### src/rtl/serial2parallel.sv
// Serial-to-parallel receiver for the three-wire s_clk/s_clr/s_dat shift bus.
// Resynchronises the bus into clk, reassembles DATA_BITS-bit words and hands them off via valid/ack.
module serial2parallel #(
    parameter int DATA_BITS   = 32,
    parameter int CODE_ENDIAN = 0,
    parameter int SYNC_STAGES = 2
) (
    input  logic                 clk,
    input  logic                 rst_n,
    input  logic                 s_clk,
    input  logic                 s_clr,
    input  logic                 s_dat,
    output logic [DATA_BITS-1:0] data,
    output logic                 data_valid,
    input  logic                 data_ack,
    output logic                 busy,
    output logic                 overrun,
    output logic                 frame_err
);

    function automatic int get_width(input int value);
        return $clog2(value + 1);
    endfunction

    localparam int CNT_W = get_width(DATA_BITS);
    localparam logic [CNT_W-1:0] LAST_BIT = CNT_W'(DATA_BITS - 1);

    typedef enum logic [1:0] {
        ST_IDLE  = 2'd0,
        ST_CLEAR = 2'd1,
        ST_RECV  = 2'd2
    } state_t;

    logic [SYNC_STAGES-1:0] sclk_sync_q, sclk_sync_d;
    logic [SYNC_STAGES-1:0] sclr_sync_q, sclr_sync_d;
    logic [SYNC_STAGES-1:0] sdat_sync_q, sdat_sync_d;
    logic                   sclk_prev_q, sclk_prev_d;
    state_t                 state_q, state_d;
    logic [CNT_W-1:0]       cnt_q, cnt_d;
    logic [DATA_BITS-1:0]   shreg_q, shreg_d;
    logic [DATA_BITS-1:0]   data_q, data_d;
    logic                   data_valid_q, data_valid_d;
    logic                   busy_q, busy_d;
    logic                   overrun_q, overrun_d;
    logic                   frame_err_q, frame_err_d;

    logic                   sclk_s, sclr_s, sdat_s;
    logic                   sclk_rise_s;
    logic                   word_done_s;
    logic                   abort_s;
    logic [DATA_BITS-1:0]   shifted_s;

    assign sclk_s      = sclk_sync_q[SYNC_STAGES-1];
    assign sclr_s      = sclr_sync_q[SYNC_STAGES-1];
    assign sdat_s      = sdat_sync_q[SYNC_STAGES-1];
    assign sclk_rise_s = sclk_s & ~sclk_prev_q;

    // Next-state logic: synchronisers, frame FSM, shift register and output handshake.
    always_comb begin
        sclk_sync_d = {sclk_sync_q[SYNC_STAGES-2:0], s_clk};
        sclr_sync_d = {sclr_sync_q[SYNC_STAGES-2:0], s_clr};
        sdat_sync_d = {sdat_sync_q[SYNC_STAGES-2:0], s_dat};
        sclk_prev_d = sclk_s;

        if (CODE_ENDIAN == 0) begin
            shifted_s = {sdat_s, shreg_q[DATA_BITS-1:1]};
        end else begin
            shifted_s = {shreg_q[DATA_BITS-2:0], sdat_s};
        end

        state_d     = state_q;
        cnt_d       = cnt_q;
        shreg_d     = shreg_q;
        word_done_s = 1'b0;
        abort_s     = 1'b0;

        case (state_q)
            ST_IDLE: begin
                cnt_d = '0;
                if (sclr_s) begin
                    state_d = ST_CLEAR;
                end else begin
                    state_d = ST_IDLE;
                end
            end
            ST_CLEAR: begin
                cnt_d   = '0;
                shreg_d = '0;
                if (!sclr_s) begin
                    state_d = ST_RECV;
                end else begin
                    state_d = ST_CLEAR;
                end
            end
            ST_RECV: begin
                // A clear arriving with a bit edge wins; the bit is dropped.
                if (sclr_s) begin
                    state_d = ST_CLEAR;
                    abort_s = (cnt_q != '0);
                    cnt_d   = '0;
                    shreg_d = '0;
                end else if (sclk_rise_s) begin
                    shreg_d = shifted_s;
                    if (cnt_q == LAST_BIT) begin
                        word_done_s = 1'b1;
                        cnt_d       = '0;
                        state_d     = ST_IDLE;
                    end else begin
                        cnt_d = cnt_q + CNT_W'(1);
                    end
                end else begin
                    state_d = ST_RECV;
                end
            end
            default: begin
                state_d = ST_IDLE;
                cnt_d   = '0;
                shreg_d = '0;
            end
        endcase

        if (word_done_s) begin
            data_d       = shifted_s;
            data_valid_d = 1'b1;
        end else if (data_valid_q && data_ack) begin
            data_d       = data_q;
            data_valid_d = 1'b0;
        end else begin
            data_d       = data_q;
            data_valid_d = data_valid_q;
        end

        overrun_d   = word_done_s & data_valid_q & ~data_ack;
        frame_err_d = abort_s;
        busy_d      = (state_d != ST_IDLE);
    end

    // State and output registers with synchronous active-low reset.
    always_ff @(posedge clk) begin
        if (!rst_n) begin
            sclk_sync_q  <= '0;
            sclr_sync_q  <= '0;
            sdat_sync_q  <= '0;
            sclk_prev_q  <= 1'b0;
            state_q      <= ST_IDLE;
            cnt_q        <= '0;
            shreg_q      <= '0;
            data_q       <= '0;
            data_valid_q <= 1'b0;
            busy_q       <= 1'b0;
            overrun_q    <= 1'b0;
            frame_err_q  <= 1'b0;
        end else begin
            sclk_sync_q  <= sclk_sync_d;
            sclr_sync_q  <= sclr_sync_d;
            sdat_sync_q  <= sdat_sync_d;
            sclk_prev_q  <= sclk_prev_d;
            state_q      <= state_d;
            cnt_q        <= cnt_d;
            shreg_q      <= shreg_d;
            data_q       <= data_d;
            data_valid_q <= data_valid_d;
            busy_q       <= busy_d;
            overrun_q    <= overrun_d;
            frame_err_q  <= frame_err_d;
        end
    end

    assign data       = data_q;
    assign data_valid = data_valid_q;
    assign busy       = busy_q;
    assign overrun    = overrun_q;
    assign frame_err  = frame_err_q;

endmodule

### config.mk
export PLATFORM = sky130hd
export DESIGN_NAME = serial2parallel
export DESIGN_NICKNAME = d
export VERILOG_FILES = /design/src/rtl/serial2parallel.sv
export SDC_FILE = /design/constraint.sdc
export NUM_CORES = 1
export LEC_CHECK = 0
export BUFFER_PORTS_ARGS = -buffer_cell sky130_fd_sc_hd__buf_4
export CORE_ASPECT_RATIO = 1.25
export CORE_UTILIZATION = 50
export CTS_CLUSTER_SIZE = 40
export DETAILED_ROUTE_END_ITERATION = 8
export PLACE_DENSITY = 0.71
export SYNTH_ARGS = -nofsm -noshare
export SYNTH_HDL_FRONTEND = slang
export SYNTH_SLANG_ARGS = --single-unit
### constraint.sdc
create_clock -name clk -period 3.8 [get_ports clk]
set_input_delay 0.19 -clock clk [delete_from_list [all_inputs] [get_ports clk]]
set_output_delay 0.19 -clock clk [all_outputs]
set_load 0.03 [all_outputs]
After elaboration in Yosys (flattened, before gate mapping)
Index checks and enable logic that the tools add are counted.

word-level totals
  bits in registers = 83
  latch bits = 0
  bits in writable memories = 0
  memory bits (read-only) = 0
  input port bits = 6
  word-level logic and storage cells = 49
  memories kept = 0

operators by class
  $add $sub $neg = 1
  $mul = 0
  divide/modulo/power cells = 0
  magnitude comparators = 0
  eq/ne operators = 4
  shift-type cells = 0
  mux-type cells = 16
  bitwise logic cells = 8
  reductions and logical operators = 8

operator list
  operator                                              number
  two-way mux 32 bit                                    2
  case mux 32 bit (2 select lines)                      1
  two-way mux 2 bit                                     4
  two-way mux 1 bit                                     7
  adder 6 x 1 -> 6 bit (second input constant)          1
  equality test 6 x 5 -> 1 bit (second input constant)  1
  two-way mux 6 bit                                     1
  case mux 2 bit (3 select lines)                       1
  nonzero test 6 bit                                    1
  inverter 1 bit                                        5
  nonzero test 2 bit                                    2
  bitwise AND 1 bit                                     3
  inequality test 3 bit (second input constant)         1
  AND reduction 3 bit                                   1
  OR reduction 3 bit                                    1
  equality test 2 x 1 -> 1 bit (second input constant)  1
  equality test 2 bit (second input constant)           1
  logical NOT 2 bit                                     1
  AND reduction 2 bit                                   1
  logical AND 1 bit                                     1

Depth between registers and ports, before layout
  depth after elaboration = 7
  gate-level depth with buffers = 7

Worst setup path after synthesis
No wires, ideal clock.

  kind = flip-flop to flip-flop
  start point = register state_q[1]
  end point = register data_q[21], in the netlist data[21]
  library setup time = 0.124 ns
  arrival time = 1.635 ns
  required time = 3.676 ns
  setup slack = 2.041 ns
  stages on the path, launching flop included = 5
  period minus slack after synthesis = 1.759 ns
  cell sequence = dfxtp_1 or3b_4 nor4_4 clkbuf_2 o21ai_0

between the ends
  word-level cells in the longest chain between the ends = 2

ends and longest elaborated chain
  element                 RTL line  RTL
  start, declared         38        state_t state_q, state_d;
  start signal, assigned  158       state_q <= state_d;
  equality test 2 bit     77        case (state_q)
  two-way mux 1 bit       77
  end signal, assigned    161       data_q <= data_d;
  end, declared           41        logic [DATA_BITS-1:0] data_q, data_d;

No other way between the ends.
A chain may end at the register's enable or synchronous reset.

Worst setup path in the final report
  start point = register sclk_sync_q[1]
  end point = register shreg_q[10]

between the ends
  word-level cells in the longest chain between the ends = 3

ends and longest elaborated chain
  element                          RTL line  RTL
  start, declared                  34        logic [SYNC_STAGES-1:0] sclk_sync_q, sclk_sync_d;
  start signal, assigned           154       sclk_sync_q <= sclk_sync_d;
  bitwise AND 1 bit                56        assign sclk_rise_s = sclk_s & ~sclk_prev_q;
  inequality test 3 bit (no line)  --
  AND reduction 2 bit (no line)    --
  end signal, assigned             160       shreg_q <= shreg_d;
  end, declared                    40        logic [DATA_BITS-1:0] shreg_q, shreg_d;

No other way between the ends.

==> flow_summary_export.csv <==
group,metric,value,unit
worst_setup_path,start_kind,"flop",
worst_setup_path,path_class,"reg2reg",
job,drv_cap,0,
power_and_ir_drop,power_density,413,mW/mm2
placed_design,gp_congestion,0.782,
route,wl,5.50,mm
finish,final_util,59.8,%
die,core,0.00613,mm2
worst_setup_path,end_kind,"flop",
global_routing,grt_pass1_wl,9.62,mm
yosys,synth_seq_cells,82,
finish,area_growth,15.7,%
sta,worst_clock_skew,0.00885,ns
yosys,ys.flop_type,"dfxtp_1",
clock_network,clockBufferDepth,2,
sta,slew_violations,0,
finish,fillCellCount,540,
sta,post-route-period-util,55.7,%
sta,setup_viol,0,
worst_hold_path,min_from,"s_clr",
worst_setup_path,worstPathMaxFanout,31,
die,die-height,91.0,um
yosys,syn-instance-count,357,
placed_design,placed_cells,458,
sta,finalCriticalPeriod,2.12,ns
finish,diodes,0,
global_routing,overflow,0,
yosys,syn-cell-area,0.00317,mm2
clock_network,clock-sinks,82,
finish,multi_input_area,0.00139,mm2
worst_hold_path,hold_depth,2,
yosys,async_flop_share,0,%
clock_network,clock_latency,0.35,ns
sta,slew_headroom,33.1,%
sta,tns,0,ns
worst_setup_path,rr_startpoint,"sclk_sync_q[1]",
finish,drive_gt1_share,16.2,%
clock_network,clockRootBuffer,"clkbuf_8",
yosys,syn_area_per_cell,8.88,um2
clock_network,cts-buffers-inserted,9,
finish,seqCellArea,0.00164,mm2
status,outcome,"completed",
route,first_pass_iters,5,
global_routing,track_usage,18.7,%
placed_design,dp_hpwl,3.33,mm
route,num_vias,2450,
sta,fmax,472,MHz
die,fp.dieW,73.2,um
yosys,synth_most_common_cell,"dfxtp_1",
route,ant_nets,0,
global_routing,grt_pass1_vias,2181,
die,start_util,51.7,%
sta,rsz0062_at_grt,"false",
yosys,netlist.area_leader.share,51.8,%
yosys,synth-edff-count,0,
clock_network,post_cts_buffers,0,
worst_setup_path,cp_data_arrival_time,2.38,ns
placed_design,port_buffers,41,
route,drt_iter0_drc,131,
global_routing,antenna_found_initial,0,
route,routed_via_density,5.17,
sta,hold_viol,0,
yosys,synth_top_area_cell,"dfxtp_1",
power_and_ir_drop,irDropWorstVdd,0.208,mV
yosys,netlist_top_cells_count,"dfxtp_1 (82), nand2_1 (68), nand3_1 (63)",
worst_setup_path,reg2regPathDepth,4,
die,ios,42,
clock_network,cts_tree,"done",
worst_hold_path,whs_endpoint,"sclr_sync_q[0]",
global_routing,grt_max_degree,106,
clock_network,clkSlewWorstSetupHoldPaths,0.08,ns
worst_setup_path,reg2reg_slack,1.68,ns
yosys,synthTopCellsByArea,"dfxtp_1 (52%), mux2i_1 (10%), nand3_1 (9.9%)",
yosys,ys_seq_area_share,51.8,%
die,dieArea,0.00666,mm2
sta,whs,0.0454,ns
power_and_ir_drop,leakagePower,1.29,nW
finish,instances_no_fill,474,
sta,worstMarginPinSlew,1.00,ns
worst_hold_path,hold_class,"in2reg",
worst_setup_path,cp.required,4.06,ns
worst_setup_path,r2r-end,"shreg_q[10]",
route,post_drt_wl_per_cell,11.6,um
yosys,synth_fp_nets,365,
clock_network,ctsHoldBuffers,0,
route,drcViolationCount,0,
clock_network,h-tree-depth,3,
yosys,ys_warn_count,0,
yosys,synth_cell_types,32,
die,rows,32,
finish,layout.nets,392,
power_and_ir_drop,p_total,1.52,mW
clock_network,cts-resized-gates,0,
power by group:
part | internal, mW | switching [mW]
registers | 0.863 | 0.00301
clock network | 0.302 | 0.300
logic | 0.0151 | 0.0326
per-layer routing:
metal | up-vias | part of all wire, % | routed length (um) | GRT usage (%)
li1 | 1263 | - | - | -
met3 | 13 | 3.2 | 176 | 4.99
met4 | 0 | 2.5 | 140 | 11.3
met5 | - | 0 | 0 | 0
met2 | 45 | 46 | 2530 | 28.5
met1 | 1129 | 48 | 2660 | 23.1
area by class of cell:
cell class | count | share of cell area (%)
sequential | 82 | 44.8
multi-input combinational | 244 | 37.8
timing repair buffer | 45 | 9.22
clock buffer | 11 | 3.58
tap | 85 | 2.90
clock inverter | 5 | 1.50
inverter | 2 | 0.205
per-stage QoR:
stage / area [um2] / worst slack (ns)
final: 3670 / 1.68
after global routing: 3670 / 1.55
after CTS: 3670 / 1.67
after detailed placement: 3480 / 1.73
after global placement: 3480 / 1.82
after floorplan: 3170 / 2.04
critical path: stages (launching register included):
cell and delay, ns:
dfxtp_1 0.35, nor2b_1 0.46, o21ai_0 0.19, nand2b_2 0.74
mux2i_1 0.28
cells by family (layout without fill, tap and decap cells):
kind of cell | after synthesis | in the layout | synth area share (%)
muxes | 32 | 32 | 10.1
AOI/OAI and AO/OA | 39 | 39 | 6.32
buffers and inverters | 31 | 63 | 4.62
adders and majority gates | 2 | 2 | 0.789
DFF | 82 | 82 | 51.8
and+or+nand+nor | 167 | 167 | 25.3
xor gates and xnor gates | 4 | 4 | 1.11
sequential cells by signal, summed over array words and instances (netlist names):
name,count
busy,1
cnt_q,6
data,32
data_valid,1
frame_err,1
overrun,1
sclk_prev_q,1
sclk_sync_q,2
sclr_sync_q,2
sdat_sync_q,2
shreg_q,31
state_q,2
placed cells by master (no fill, tap or decap), types with 7 or more instances in the layout:
master    instances
buf_4            45
o21ai_0          27
nor2_1            8
clkbuf_8          9
nand3_1          63
nand2_1          68
and2_1            7
o21ai_1           7
dfxtp_1          82
mux2i_1          32
worst max-delay path by stage:
stage | from | to | depth (start not counted)
2_1_floorplan | state_q[1] | data[21] | 4
3_3_place_gp | sclk_sync_q[1] | shreg_q[17] | 4
3_5_place_dp | sclk_sync_q[1] | shreg_q[10] | 4
4_1_cts | sclk_sync_q[1] | shreg_q[10] | 4
5_1_grt | sclk_sync_q[1] | shreg_q[1] | 4
6_report | sclk_sync_q[1] | shreg_q[10] | 4
(Power assumes the default switching activity.)
